==> config.mk <==
export PLATFORM = sky130hd
export DESIGN_NAME = mem_stage_flat
export DESIGN_NICKNAME = d
export VERILOG_FILES = /design/src/rtl/mem_pkg.sv /design/src/rtl/mem_stage_if.sv /design/src/rtl/mem_stage.sv /design/src/flat_wrapper.sv
export SDC_FILE = /design/constraint.sdc
export NUM_CORES = 1
export LEC_CHECK = 0
export ABC_AREA = 1
export BUFFER_PORTS_ARGS = -buffer_cell sky130_fd_sc_hd__clkbuf_2
export CORE_AREA = 2 2 159 83
export CTS_BUF_LIST = sky130_fd_sc_hd__clkbuf_4 sky130_fd_sc_hd__clkbuf_8
export DETAILED_ROUTE_END_ITERATION = 8
export DIE_AREA = 0 0 161 85
export GPL_ROUTABILITY_DRIVEN = 0
export PLACE_DENSITY = 0.87
export SLEW_MARGIN = 10
export SYNTH_ARGS = -nofsm -noshare
export SYNTH_HDL_FRONTEND = slang
export SYNTH_SLANG_ARGS = --single-unit
==> constraint.sdc <==
create_clock -name clk -period 13.31 [get_ports clk]
set_input_delay 0.6655 -clock clk [delete_from_list [all_inputs] [get_ports clk]]
set_output_delay 0.6655 -clock clk [all_outputs]
set_load 0.05 [all_outputs]
==> src/rtl/mem_pkg.sv <==
// Shared definitions for the memory stage and the writeback stage that
// consumes its registered writeback bundle.
package mem_pkg;

  localparam int DATA_W           = 32;
  localparam int REG_ADDR_W       = 5;
  localparam int WAIT_MAX_DEFAULT = 16;

  // IDLE accepts a new instruction; ACCESS owns an outstanding data-memory request
  typedef enum logic {
    IDLE   = 1'b0,
    ACCESS = 1'b1
  } mem_state_e;

endpackage

==> src/rtl/mem_stage_if.sv <==
// Data-memory request/response bundle between the memory stage (master)
// and the data memory (slave).
interface mem_stage_if;
  import mem_pkg::*;

  logic              dmem_req;
  logic              dmem_we;
  logic [DATA_W-1:0] dmem_addr;
  logic [DATA_W-1:0] dmem_wdata;
  logic              dmem_ack;
  logic [DATA_W-1:0] dmem_rdata;

  modport master (
    output dmem_req,
    output dmem_we,
    output dmem_addr,
    output dmem_wdata,
    input  dmem_ack,
    input  dmem_rdata
  );

  modport slave (
    input  dmem_req,
    input  dmem_we,
    input  dmem_addr,
    input  dmem_wdata,
    output dmem_ack,
    output dmem_rdata
  );

endinterface

==> src/rtl/mem_stage.sv <==
// Pipeline memory stage. Non-memory instructions pass straight through with
// one cycle of latency; aligned loads/stores latch their operands, stall the
// EX stage and hold a request on the data memory until it acknowledges or
// the wait counter expires. Misaligned accesses retire at once with an error.
module mem_stage
  import mem_pkg::*;
#(
  parameter int WAIT_MAX = WAIT_MAX_DEFAULT
) (
  input  logic                  clk,
  input  logic                  reset,
  input  logic                  valid_2_mem,
  input  logic [DATA_W-1:0]     alu_result_2_mem,
  input  logic [DATA_W-1:0]     addr_2_mem,
  input  logic [DATA_W-1:0]     st_data_2_mem,
  input  logic                  mem_read_2_mem,
  input  logic                  mem_write_2_mem,
  input  logic                  mem_to_reg_2_mem,
  input  logic [REG_ADDR_W-1:0] rd_add_value_2_mem,
  mem_stage_if.master           dmem,
  output logic                  stall_2_ex,
  output logic                  valid_2_wb,
  output logic                  reg_write_2_wb,
  output logic [REG_ADDR_W-1:0] rd_add_value_2_wb,
  output logic [DATA_W-1:0]     wb_data_2_wb,
  output logic                  misalign_err,
  output logic                  timeout_err
);

  localparam int WAIT_W = (WAIT_MAX > 1) ? $clog2(WAIT_MAX) : 1;
  localparam logic [WAIT_W-1:0] WAIT_LAST = WAIT_W'(WAIT_MAX - 1);

  mem_state_e            state_q, state_d;
  logic [DATA_W-1:0]     addr_q, addr_d;
  logic [DATA_W-1:0]     wdata_q, wdata_d;
  logic [DATA_W-1:0]     alu_q, alu_d;
  logic                  store_q, store_d;
  logic                  to_reg_q, to_reg_d;
  logic [REG_ADDR_W-1:0] rd_q, rd_d;
  logic [WAIT_W-1:0]     wait_q, wait_d;

  logic                  valid_wb_q, valid_wb_d;
  logic                  reg_write_q, reg_write_d;
  logic [REG_ADDR_W-1:0] rd_wb_q, rd_wb_d;
  logic [DATA_W-1:0]     wb_data_q, wb_data_d;
  logic                  misalign_q, misalign_d;
  logic                  timeout_q, timeout_d;

  logic stall_raw;
  logic mem_op;
  logic aligned;

  assign mem_op  = mem_read_2_mem | mem_write_2_mem;
  assign aligned = (addr_2_mem[1:0] == 2'b00);

  // State, latched operands and the registered writeback bundle
  always_ff @(posedge clk or posedge reset) begin
    if (reset) begin
      state_q     <= IDLE;
      addr_q      <= '0;
      wdata_q     <= '0;
      alu_q       <= '0;
      store_q     <= 1'b0;
      to_reg_q    <= 1'b0;
      rd_q        <= '0;
      wait_q      <= '0;
      valid_wb_q  <= 1'b0;
      reg_write_q <= 1'b0;
      rd_wb_q     <= '0;
      wb_data_q   <= '0;
      misalign_q  <= 1'b0;
      timeout_q   <= 1'b0;
    end else begin
      state_q     <= state_d;
      addr_q      <= addr_d;
      wdata_q     <= wdata_d;
      alu_q       <= alu_d;
      store_q     <= store_d;
      to_reg_q    <= to_reg_d;
      rd_q        <= rd_d;
      wait_q      <= wait_d;
      valid_wb_q  <= valid_wb_d;
      reg_write_q <= reg_write_d;
      rd_wb_q     <= rd_wb_d;
      wb_data_q   <= wb_data_d;
      misalign_q  <= misalign_d;
      timeout_q   <= timeout_d;
    end
  end

  // Next-state, operand capture, retirement and stall decisions
  always_comb begin
    state_d     = state_q;
    addr_d      = addr_q;
    wdata_d     = wdata_q;
    alu_d       = alu_q;
    store_d     = store_q;
    to_reg_d    = to_reg_q;
    rd_d        = rd_q;
    wait_d      = wait_q;
    valid_wb_d  = 1'b0;
    reg_write_d = 1'b0;
    rd_wb_d     = rd_wb_q;
    wb_data_d   = wb_data_q;
    misalign_d  = 1'b0;
    timeout_d   = 1'b0;
    stall_raw   = 1'b0;

    case (state_q)
      IDLE: begin
        if (valid_2_mem) begin
          if (!mem_op) begin
            valid_wb_d  = 1'b1;
            reg_write_d = (rd_add_value_2_mem != '0);
            rd_wb_d     = rd_add_value_2_mem;
            wb_data_d   = alu_result_2_mem;
          end else if (!aligned) begin
            valid_wb_d  = 1'b1;
            rd_wb_d     = rd_add_value_2_mem;
            wb_data_d   = alu_result_2_mem;
            misalign_d  = 1'b1;
          end else begin
            stall_raw = 1'b1;
            state_d   = ACCESS;
            addr_d    = addr_2_mem;
            wdata_d   = st_data_2_mem;
            alu_d     = alu_result_2_mem;
            store_d   = mem_write_2_mem;
            to_reg_d  = mem_to_reg_2_mem;
            rd_d      = rd_add_value_2_mem;
            wait_d    = '0;
          end
        end
      end
      ACCESS: begin
        if (dmem.dmem_ack) begin
          state_d     = IDLE;
          wait_d      = '0;
          valid_wb_d  = 1'b1;
          reg_write_d = !store_q && (rd_q != '0);
          rd_wb_d     = rd_q;
          wb_data_d   = to_reg_q ? dmem.dmem_rdata : alu_q;
        end else if (wait_q == WAIT_LAST) begin
          state_d    = IDLE;
          wait_d     = '0;
          valid_wb_d = 1'b1;
          rd_wb_d    = rd_q;
          wb_data_d  = alu_q;
          timeout_d  = 1'b1;
        end else begin
          stall_raw = 1'b1;
          wait_d    = wait_q + WAIT_W'(1);
        end
      end
      default: state_d = IDLE;
    endcase
  end

  assign stall_2_ex = stall_raw & ~reset;

  assign dmem.dmem_req   = (state_q == ACCESS);
  assign dmem.dmem_we    = (state_q == ACCESS) & store_q;
  assign dmem.dmem_addr  = addr_q;
  assign dmem.dmem_wdata = wdata_q;

  assign valid_2_wb        = valid_wb_q;
  assign reg_write_2_wb    = reg_write_q;
  assign rd_add_value_2_wb = rd_wb_q;
  assign wb_data_2_wb      = wb_data_q;
  assign misalign_err      = misalign_q;
  assign timeout_err       = timeout_q;

endmodule

==> src/flat_wrapper.sv <==
// flat-port wrapper written by rule: the top's interface ports become plain ports
module mem_stage_flat import mem_pkg::*;
#(
  parameter int WAIT_MAX = WAIT_MAX_DEFAULT
)
  (clk, reset, valid_2_mem, alu_result_2_mem, addr_2_mem, st_data_2_mem, mem_read_2_mem, mem_write_2_mem, mem_to_reg_2_mem, rd_add_value_2_mem, stall_2_ex, valid_2_wb, reg_write_2_wb, rd_add_value_2_wb, wb_data_2_wb, misalign_err, timeout_err, dmem_dmem_req, dmem_dmem_we, dmem_dmem_addr, dmem_dmem_wdata, dmem_dmem_ack, dmem_dmem_rdata);
  mem_stage_if dmem_i ();
  input  logic clk;
  input  logic reset;
  input  logic valid_2_mem;
  input  logic [DATA_W-1:0] alu_result_2_mem;
  input  logic [DATA_W-1:0] addr_2_mem;
  input  logic [DATA_W-1:0] st_data_2_mem;
  input  logic mem_read_2_mem;
  input  logic mem_write_2_mem;
  input  logic mem_to_reg_2_mem;
  input  logic [REG_ADDR_W-1:0] rd_add_value_2_mem;
  output logic stall_2_ex;
  output logic valid_2_wb;
  output logic reg_write_2_wb;
  output logic [REG_ADDR_W-1:0] rd_add_value_2_wb;
  output logic [DATA_W-1:0] wb_data_2_wb;
  output logic misalign_err;
  output logic timeout_err;
  output wire logic [$bits(dmem_i.dmem_req)-1:0] dmem_dmem_req;
  output wire logic [$bits(dmem_i.dmem_we)-1:0] dmem_dmem_we;
  output wire logic [$bits(dmem_i.dmem_addr)-1:0] dmem_dmem_addr;
  output wire logic [$bits(dmem_i.dmem_wdata)-1:0] dmem_dmem_wdata;
  input wire logic [$bits(dmem_i.dmem_ack)-1:0] dmem_dmem_ack;
  input wire logic [$bits(dmem_i.dmem_rdata)-1:0] dmem_dmem_rdata;
  assign dmem_dmem_req = dmem_i.dmem_req;
  assign dmem_dmem_we = dmem_i.dmem_we;
  assign dmem_dmem_addr = dmem_i.dmem_addr;
  assign dmem_dmem_wdata = dmem_i.dmem_wdata;
  assign dmem_i.dmem_ack = dmem_dmem_ack;
  assign dmem_i.dmem_rdata = dmem_dmem_rdata;
  mem_stage #(.WAIT_MAX(WAIT_MAX)) u_core (.clk(clk), .reset(reset), .valid_2_mem(valid_2_mem), .alu_result_2_mem(alu_result_2_mem), .addr_2_mem(addr_2_mem), .st_data_2_mem(st_data_2_mem), .mem_read_2_mem(mem_read_2_mem), .mem_write_2_mem(mem_write_2_mem), .mem_to_reg_2_mem(mem_to_reg_2_mem), .rd_add_value_2_mem(rd_add_value_2_mem), .dmem(dmem_i), .stall_2_ex(stall_2_ex), .valid_2_wb(valid_2_wb), .reg_write_2_wb(reg_write_2_wb), .rd_add_value_2_wb(rd_add_value_2_wb), .wb_data_2_wb(wb_data_2_wb), .misalign_err(misalign_err), .timeout_err(timeout_err));
endmodule
==> results of run 1 <==
==> per-layer routing <==
layer / vias to the layer above / global-route usage / share of wire
met1: 2882 / 0.374 / 0.44
met5: - / 0 / 0
met3: 19 / 0.0640 / 0.081
li1: 3057 / - / -
met4: 0 / 0.0722 / 0.011
met2: 281 / 0.435 / 0.46
==> worst max-delay path by stage <==
| stage | endpoint | slack (ps) | from |
|---|---|---|---|
| final | stall_2_ex | 9810 | u_core.dmem.dmem_req |
| after CTS | stall_2_ex | 9800 | u_core.dmem.dmem_req |
| after global placement | stall_2_ex | 10200 | addr_2_mem[1] |
| after global routing | stall_2_ex | 9620 | u_core.dmem.dmem_req |
| after detailed placement | stall_2_ex | 10160 | addr_2_mem[1] |
| after floorplan | u_core.alu_q[0] | 8640 | reset |
==> stage by stage <==
step | worst slack [ps] | power, µW | hold slack [ps]
6_report | 9810 | 1430 | 321
5_1_grt | 9620 | 1510 | 358
4_1_cts | 9800 | 1440 | 330
3_5_place_dp | 10160 | 1060 | 457
3_3_place_gp | 10200 | 1050 | 455
2_1_floorplan | 8640 | 935 | 470
==> area by class of cell <==
class,instances,area (µm²),share of cell area
Inverter,83,317,0.0378
Multi-Input combinational cell,558,2370,0.283
Clock buffer,18,248,0.0296
Clock inverter,14,190,0.0227
Tap cell,170,213,0.0254
Sequential cell,149,3730,0.445
Timing Repair Buffer,256,1300,0.156
==> where the power goes <==
part / switching (µW) / total, µW / internal [µW]
logic: 353 / 465 / 112
registers: 48.3 / 586 / 538
clock network: 185 / 382 / 197
==> registers in the layout, indices dropped and copies added, names as in the netlist <==
| name | count |
|---|---|
| u_core.rd_q | 5 |
| u_core.dmem.dmem_req | 1 |
| u_core.alu_q | 32 |
| u_core.to_reg_q | 1 |
| u_core.valid_2_wb | 1 |
| u_core.wb_data_2_wb | 32 |
| u_core.misalign_err | 1 |
| u_core.dmem.dmem_addr | 32 |
| u_core.reg_write_2_wb | 1 |
| u_core.dmem.dmem_wdata | 32 |
| u_core.rd_add_value_2_wb | 5 |
| u_core.wait_q | 4 |
| u_core.store_q | 1 |
| u_core.timeout_err | 1 |
==> Yosys cell counts, drive strengths merged <==
master / n
xnor2: 2
nand4: 1
inv: 83
nand2: 387
dfrtp: 149
a21oi: 1
nor2: 8
o22ai: 32
buf: 35
o21ai: 14
clkbuf: 18
nand3: 110
ha: 1
nor3: 2
==> cells in the final DEF (no fill, tap or decap), types with 3 or more instances in the layout <==
cell type  Yosys  final
nand2_1      387    387
clkbuf_2       0    247
dfrtp_1      149    148
nand3_1      110    110
inv_1         81     80
o22ai_1       32     32
clkbuf_8       0     18
o21ai_0       14     14
buf_4          8      9
nor2_1         5      5
inv_6          0      5
clkinv_4       0      4
bufinv_16      0      3
==> cell families (layout without fill, tap and decap cells) <==
group / Yosys count / count (layout) / synth area share
adders and majority gates: 1 / 1 / 0.00187
and+or+nand+nor: 508 / 508 / 0.309
buffers and inverters: 136 / 371 / 0.0877
DFF: 149 / 149 / 0.558
AOI/OAI and AO/OA: 47 / 47 / 0.0412
xor gates and xnor gates: 2 / 2 / 0.00262
==> worst reg2reg max path, stage by stage (launching register included) <==
cell and delay (ps):
dfrtp_2 970, inv_1 140, nand3_1 120, buf_4 400, nand2_1 580, buf_4 420
nand2_1 100, nand2_1 50
==> metrics, run 1 <==
# H-tree levels 4; share of cells above drive strength 1 0.274; non-filler instance count after layout ~1,200; cell count after synthesis 843; clock net sink count between 100 and 150; Leak Pwr between 0.005 and 0.006 µW; Die Y roughly 85 µm; CTS buffer count 17; width of the die between 150 and 200 µm; Syn Area/Cell about 7.9 µm²; Routed Antenna Nets 0; # Max-Cap Violations 0; RSZ-0062 raised after global routing no; CTS tree yes; CP Class reg -> out; leading post-synthesis cells by cell area dfrtp_1, nand2_1, nand3_1; Synth cell types 19; CP required roughly 13,000 ps; Die Area between 0.01 and 0.015 mm²; GRT Residual Overflow 0; Largest stage delay, worst path about 750 ps; worst reg2reg path endpoint u_core.wb_data_2_wb[14]; First DRT Iteration DRCs 592; Initial Util 0.542; Final Util 0.679; critical path endpoint category primary output; Final setup viols 0; CP max FO 96; Max Root-Sink Buffers 2; routed len/inst roughly 14 µm; Rows 29; global-route wire length before repair between 20 and 30 mm; hold buffers post-CTS 0; core area 0.0123 mm²; largest net degree at the start of global routing 97; DR vias/cell approximately 5; delay-heaviest family, CP buffers and inverters; Slew headroom 0.249; placed insts roughly 1,200; Mapped Nets ~1,000; IR Drop Worst-Case VDD roughly 90 µV; initial antenna violation count 0; share of the synthesized area in the top cell type 0.558; setup repair bufs after CTS 0; Slew Viols, Final 0; f_max 0.286 GHz; nets@finish about 1,200; PwrDens ~170 mW/mm²; TritonRoute pass-1 iters 5; design area between 0.008 and 0.009 mm²; Detail Placement HPWL between 10 and 15 mm; Fill cells 1,050; input/output buffers about 250; Synth Register Bits 149; drt drc 0; post-layout min period 3500 ps; clock root buffer clkbuf_8; skew final approximately 11 ps; r2r startpoint u_core.dmem.dmem_req; post-synth top area cell dfrtp_1; via count 6,239; cell chain of the critical path nor2_4 > inv_2 > nor2_4 > buf_4 > inv_2 > a21oi_1 > clkbuf_2; Placed Area 0.00794 mm²; fin crit share 0.263; Mapped Area ~0.0067 mm²; status complete, no violations; io pins between 200 and 250; Slew @ Worst Pin approximately 1100 ps; Warnings, synthesis 0; flop2flop setup slack approximately 10,000 ps; routed wire length about 18 mm; Critical Path AT approximately 2800 ps; post-CTS resize count 0; Worst-Skew Late Latency between 400 and 500 ps; Hold Crit Class in -> async; reg2reg path depth 7; Synth-to-Final Area Change 25.2%; startpoint types register; # diodes 0; setup_tns 0 ps; CP max-delay cell buf_4; vias in the first global route approximately 6,000; GRT Total Usage 0.270; clock edge transition at the registers on the reported setup and hold paths approximately 90 ps; sequential area share after synthesis 0.558; Final Hold Vio Count 0; CP Buf/Inv Count 4; total stage count of the critical path 7
No activity file was read; power rests on OpenSTA's default activity.
==> run 2: changes to the inputs <==
--- a/config.mk
+++ b/config.mk
@@ -7,12 +7,12 @@
 export LEC_CHECK = 0
 export ABC_AREA = 1
 export BUFFER_PORTS_ARGS = -buffer_cell sky130_fd_sc_hd__clkbuf_2
-export CORE_AREA = 2 2 159 83
+export CORE_AREA = 2 2 174 91
 export CTS_BUF_LIST = sky130_fd_sc_hd__clkbuf_4 sky130_fd_sc_hd__clkbuf_8
 export DETAILED_ROUTE_END_ITERATION = 8
-export DIE_AREA = 0 0 161 85
+export DIE_AREA = 0 0 176 93
 export GPL_ROUTABILITY_DRIVEN = 0
-export PLACE_DENSITY = 0.87
+export PLACE_DENSITY = 0.77
 export SLEW_MARGIN = 10
 export SYNTH_ARGS = -nofsm -noshare
 export SYNTH_HDL_FRONTEND = slang
==> constraint.sdc (replaced) <==
create_clock -name clk -period 2.88 [get_ports clk]
set_input_delay 0.144 -clock clk [delete_from_list [all_inputs] [get_ports clk]]
set_output_delay 0.144 -clock clk [all_outputs]
set_load 0.05 [all_outputs]
==> run 2 against run 1 <==
Effect of this change: sequential power rose to 4.6 times the previous value; first-iteration DRC count fell by 20%; core utilization fell by 4.5 points; sequential share of layout area fell by 5.2 points; clock skew barely moved; via count rose by 7.4%; sequential cell count did not move; hold slack got worse by 290 ps; non-clock buffer count rose by 103; final cell count rose by 11%; critical path depth fell by 2; power rose to 4.7 times the previous value; critical endpoint unchanged; highest routed layer unchanged.
==> metrics, run 2 (synthesis gave the netlist of run 1 again) <==
WHS Path Cells 3; fin crit share 0.778; PwrDens 706 mW/mm² (+310%); clock net sink count 149 (unchanged); clock edge transition at the registers on the reported setup and hold paths 90 ps (about the same); Place WS 1110 ps (-9050 ps); Largest stage delay, worst path 550 ps (-200 ps); Setup crit start u_core.dmem.dmem_req; critical path endpoint category primary output; TritonRoute pass-1 iters 5 (unchanged); CTS tree yes; CP max FO 16 (-83%); Detail Placement HPWL 12.8 mm (+6.6%); GRT Residual Overflow 0 (unchanged); largest net degree at the start of global routing 96 (-1.0%); Final Hold Vio Count 0 (unchanged); skew final 11.3 ps (+0.481 ps); Die Area 0.0164 mm² (+20%); io pins 248 (unchanged); Reg area 0.00373 mm² (unchanged); # Max-Cap Violations 0 (unchanged); drt drc 0 (unchanged); cell chain of the critical path inv_1 > nor2_1 > nand2_1 > a21oi_1 > buf_12; Worst-Skew Late Latency 440 ps (+20 ps); CP max-delay cell dfrtp_2; # H-tree levels 4 (unchanged); CP required 2740 ps (-9900 ps); flop2flop setup slack 1060 ps (-9380 ps); input/output buffers 247 (unchanged); status complete, no violations; Leak Pwr 0.00546 µW (+8.7%); Slew @ Worst Pin 957 ps (-166 ps); Final Util 0.634 (-0.0447); reg2reg path depth 6 (-1); routed len/inst 14.6 µm (+3.0%); # diodes 0 (unchanged); CP Class reg -> out; f_max 0.446 GHz; nets@finish 1,309 (+8.5%); width of the die 176 µm (+9.3%); initial antenna violation count 0 (unchanged); Critical Path AT 2100 ps (-730 ps); setup repair bufs after CTS 0 (unchanged); GRT Total Usage 0.252 (-0.0184); via count 6,702 (+7.4%); routed wire length 20.3 mm (+14%); DR vias/cell 4.84 (-3.2%); Initial Util 0.448 (-0.0943); r2r startpoint u_core.dmem.dmem_req; First DRT Iteration DRCs 472 (-20%); clock root buffer clkbuf_8; Slew headroom 0.360 (+0.111); IR Drop Worst-Case VDD 385 µV (+330%); Setup WS post-layout 638 ps (-9180 ps); startpoint types register; commonest non-fill, non-tap cell in the layout nand2_1; RSZ-0062 raised after global routing no; Hold Crit Class in -> reg; Synth-to-Final Area Change 41.6%; share of cells above drive strength 1 0.256 (-0.0179); Rows 32 (+10%); Final setup viols 0 (unchanged); Fill cells 1,256 (+20%); Slew Viols, Final 0 (unchanged); post-layout min period about 2200 ps; Routed Antenna Nets 0 (unchanged); vias in the first global route 6,566 (+6.3%); crit path to stall_2_ex; global-route wire length before repair 32.4 mm (+9.6%); Die Y 93 µm (+9.4%); setup_tns 0 ps (unchanged); most frequent cells in the layout nand2_1, clkbuf_2, dfrtp_1, nand3_1, dlygate4sd3_1; worst reg2reg path endpoint u_core.wb_data_2_wb[29]; Max Root-Sink Buffers 2 (unchanged); core area 0.0149 mm² (+21%); area occupied by multi-input gates 0.00238 mm² (+0.21%); CTS buffer count 17 (unchanged); Hold WS 26.2 ps (-294 ps)
run 2: what timing repair did:
action / in CTS / in global routing
resized for setup: 0 / 0
hold buffers: 97 / 0
endpoints found under the hold margin: 131 / 0
run 2: worst max-delay path, delay by kind of cell, from the launching register on:
kind	cells	cell delay (ps)
simple gates	2	440
flops	1	550
compound gates	1	290
buf+inv	2	390
run 2: layout make-up:
| cell class | count | area share |
|---|---|---|
| Tap cell | 204 | 0.0270 |
| Clock buffer | 17 | 0.0247 |
| Timing Repair Buffer | 359 | 0.252 |
| Sequential cell | 149 | 0.394 |
| Multi-Input combinational cell | 558 | 0.251 |
| Inverter | 83 | 0.0333 |
| Clock inverter | 15 | 0.0181 |
run 2: metal layers:
metal | routed length (µm) | vias to the layer above | GRT usage
met5 | 0 | - | 0
met3 | 1700 | 28 | 0.0642
met1 | 9030 | 3121 | 0.350
li1 | - | 3258 | -
met4 | 305 | 0 | 0.0730
met2 | 9220 | 295 | 0.393
run 2: worst min path at each step:
stage | endpoint | slack [ps] | start
global route | u_core.rd_q[3] | 5 | rd_add_value_2_mem[3]
detailed placement | u_core.dmem.dmem_wdata[31] | 350 | st_data_2_mem[31]
global placement | u_core.dmem.dmem_addr[28] | 340 | addr_2_mem[28]
CTS | u_core.alu_q[3] | 0.7 | alu_result_2_mem[3]
floorplan | u_core.dmem.dmem_addr[16] | 260 | addr_2_mem[16]
finish | u_core.rd_q[3] | 30 | rd_add_value_2_mem[3]
run 2: where the power goes:
| group | switching, µW | internal [µW] | total, µW |
|---|---|---|---|
| Combinational | 1680 | 614 | 2290 |
| Clock | 879 | 797 | 1680 |
| Sequential | 229 | 2490 | 2710 |
run 2: per-stage QoR:
step / power, µW / instances / instance area (µm²)
floorplan: 4320 / 843 / 6690
global placement: 4890 / 1256 / 8090
detailed placement: 4920 / 1256 / 8090
CTS: 6700 / 1385 / 9470
global route: 7040 / 1385 / 9470
finish: 6680 / 1385 / 9470
==> run 3: changes to the inputs <==
--- a/config.mk
+++ b/config.mk
@@ -7,12 +7,12 @@
 export LEC_CHECK = 0
 export ABC_AREA = 1
 export BUFFER_PORTS_ARGS = -buffer_cell sky130_fd_sc_hd__clkbuf_2
-export CORE_AREA = 2 2 174 91
+export CORE_AREA = 2 2 165 86
 export CTS_BUF_LIST = sky130_fd_sc_hd__clkbuf_4 sky130_fd_sc_hd__clkbuf_8
 export DETAILED_ROUTE_END_ITERATION = 8
-export DIE_AREA = 0 0 176 93
+export DIE_AREA = 0 0 167 88
 export GPL_ROUTABILITY_DRIVEN = 0
-export PLACE_DENSITY = 0.77
+export PLACE_DENSITY = 0.82
 export SLEW_MARGIN = 10
 export SYNTH_ARGS = -nofsm -noshare
 export SYNTH_HDL_FRONTEND = slang
==> constraint.sdc (replaced) <==
create_clock -name clk -period 2.1 [get_ports clk]
set_input_delay 0.105 -clock clk [delete_from_list [all_inputs] [get_ports clk]]
set_output_delay 0.105 -clock clk [all_outputs]
set_load 0.05 [all_outputs]
==> run 3 against run 2 <==
Effect of this change: clock skew grew 7.8 ps; critical path depth is the same; global-route usage grew 4.3 points; via count grew 3.4%; register-to-register slack lost 780 ps; first-iteration DRC count grew 25%; cell area shrank 0.25%; non-clock buffer count grew 8; clock power grew 22%; power grew 34%.
==> metrics, run 3 (synthesis gave the netlist of run 1 again) <==
worst hold endpoint u_core.alu_q[0]; RSZ-0062 raised after global routing no; IR Drop Worst-Case VDD 621 µV (+61%); routed len/inst 15.5 µm (+6.0%); CP max-delay cell dfrtp_1; Initial Util 0.505 (+0.0569); post-layout min period around 1900 ps; cell chain of the critical path ha_1 > nand3_1 > nand2_1 > a21oi_2 > clkbuf_2; Final Hold Vio Count 0 (unchanged); Slew @ Worst Pin 534 ps (-423 ps); switching share of total power 0.423 (+0.00647); worst reg2reg path endpoint u_core.wb_data_2_wb[2]; vias in the first global route 6,737 (+2.6%); First DRT Iteration DRCs 591 (+25%); clock edge transition at the registers on the reported setup and hold paths 80 ps (about the same); largest net degree at the start of global routing 97 (+1.0%); reg2reg path depth 6 (unchanged); Detail Placement HPWL 13.1 mm (+2.4%); Sequential Power Share 0.415 (+0.009); Hold Crit Class in -> reg; status complete, no violations; critical path endpoint category primary output; r2r startpoint u_core.dmem.dmem_req; core area 0.0133 mm² (-11%); Setup WS post-layout 193 ps (-446 ps); Slew headroom 0.644 (+0.284); routed wire length 21.1 mm (+4.4%); nets@finish 1,317 (+0.61%); Routed Antenna Nets 0 (unchanged); Final setup viols 0 (unchanged); NetSw 3800 µW (+36%); most frequent cells in the layout nand2_1, clkbuf_2, dfrtp_1, nand3_1, dlygate4sd3_1; drt drc 0 (unchanged); flop2flop setup slack 280 ps (-780 ps); placed insts 1,232 (-1.9%); hold_sp alu_result_2_mem[0]; internal cell power 5170 µW (+33%); f_max ~0.52 GHz; # H-tree levels 4 (unchanged); Slew Viols, Final 0 (unchanged); width of the die 167 µm (-5.1%); setup repair bufs after CTS 0 (unchanged); startpoint types register; PwrDens 950 mW/mm² (+35%); input/output buffers 247 (unchanged); Leak Pwr 0.00546 µW (about the same); Max Root-Sink Buffers 2 (unchanged); CP Class reg -> out; CP max FO 4 (-12); CP required 2000 ps (-740 ps); setup_tns 0 ps (unchanged); GRT Residual Overflow 0 (unchanged); GRT Total Usage 0.295 (+0.0430); non-filler instance count after layout 1,365 (-1.4%); skew final 19.1 ps (+7.84 ps); via count 6,927 (+3.4%); DR vias/cell 5.07 (+4.9%); global-route wire length before repair 34.1 mm (+5.1%); share of cells above drive strength 1 0.257 (+0.000803); WHS Path Cells 3 (unchanged); Synth-to-Final Area Change 41.2%; Die Y 88 µm (-5.4%); Clock power frac 0.228 (-0.023); Critical Path AT 1800 ps (-300 ps); Place WS 317 ps (-792 ps); # diodes 0 (unchanged); initial antenna violation count 0 (unchanged); clock net sink count 149 (unchanged); Comb power frac 0.356 (+0.013); # Max-Cap Violations 0 (unchanged); fin crit share 0.908; CTS tree yes; Worst-Skew Late Latency 420 ps (-20 ps); Largest stage delay, worst path 420 ps (-130 ps); commonest non-fill, non-tap cell in the layout nand2_1; CTS buffer count 17 (unchanged); clock root buffer clkbuf_8; Die Area 0.0147 mm² (-10%); io pins 248 (unchanged); TritonRoute pass-1 iters 6 (+1); Rows 30 (-6.3%)
## run 3: cell types whose count changed in the layout (fill, tap and decap cells not counted), moves of 2 or more
cell and delta:
clkinvlp_4 +3, bufinv_16 -2, dlygate4sd3_1 +4, buf_4 +4
inv_8 -3, clkbuf_8 +2
## run 3: how the worst max path moves through the flow
stage	end	cells after the start	startpoint
after detailed placement	u_core.wb_data_2_wb[19]	6	u_core.dmem.dmem_req
after global placement	u_core.wb_data_2_wb[5]	6	u_core.dmem.dmem_req
after floorplan	u_core.alu_q[0]	1	reset
after global routing	stall_2_ex	5	u_core.dmem.dmem_req
final	stall_2_ex	5	u_core.wait_q[0]
after CTS	stall_2_ex	5	u_core.wait_q[0]
## run 3: per-stage QoR
stage | instance area (µm²) | power (µW) | hold WS (ps) | util
global route | 9440 | 9430 | 9.62 | 0.713
floorplan | 6700 | 5930 | 222 | -
global placement | 8070 | 6700 | 65.6 | 0.609
finish | 9440 | 8970 | 30.7 | 0.713
detailed placement | 8070 | 6770 | 70.0 | 0.609
CTS | 9440 | 8950 | 0.553 | 0.713
## run 3: power groups by stage
stage | clock, µW | combinational (µW) | sequential (µW)
floorplan | 0 | 915 | 5010
global placement | 0 | 2960 | 3740
detailed placement | 0 | 3020 | 3740
CTS | 2080 | 3160 | 3700
global route | 2230 | 3420 | 3780
finish | 2050 | 3200 | 3720
## run 3: area by class of cell
type	count	area (µm²)
repair buffers	367	2440
clock inverters	12	95.1
inverters	83	315
multi-input cells	558	2380
flip-flops and latches	149	3730
clock buffers	20	269
well taps	176	220
fillers	988	3810
## run 3: routing by layer
metal | vias to the layer above | wire length (µm) | GRT usage
li1 | 3281 | - | -
met1 | 3209 | 8940 | 0.397
met2 | 392 | 9920 | 0.486
met3 | 45 | 1860 | 0.0610
met4 | 0 | 422 | 0.100
met5 | - | 0 | 0
## run 3: worst max-delay path: cells and delay by family, from the launching register on
family / cells / cell delay (ps)
AO/OA/AOI/OAI: 1 / 170
adder cells (fa/ha/maj): 1 / 240
buffers and inverters: 1 / 310
AND/OR/NAND/NOR: 2 / 280
flip-flops: 1 / 420
## run 3: timing repair
| action | CTS | global route |
|---|---|---|
| gates resized for setup | 0 | 0 |
| hold endpoints to repair | 160 | 0 |
| hold buffers | 101 | 0 |
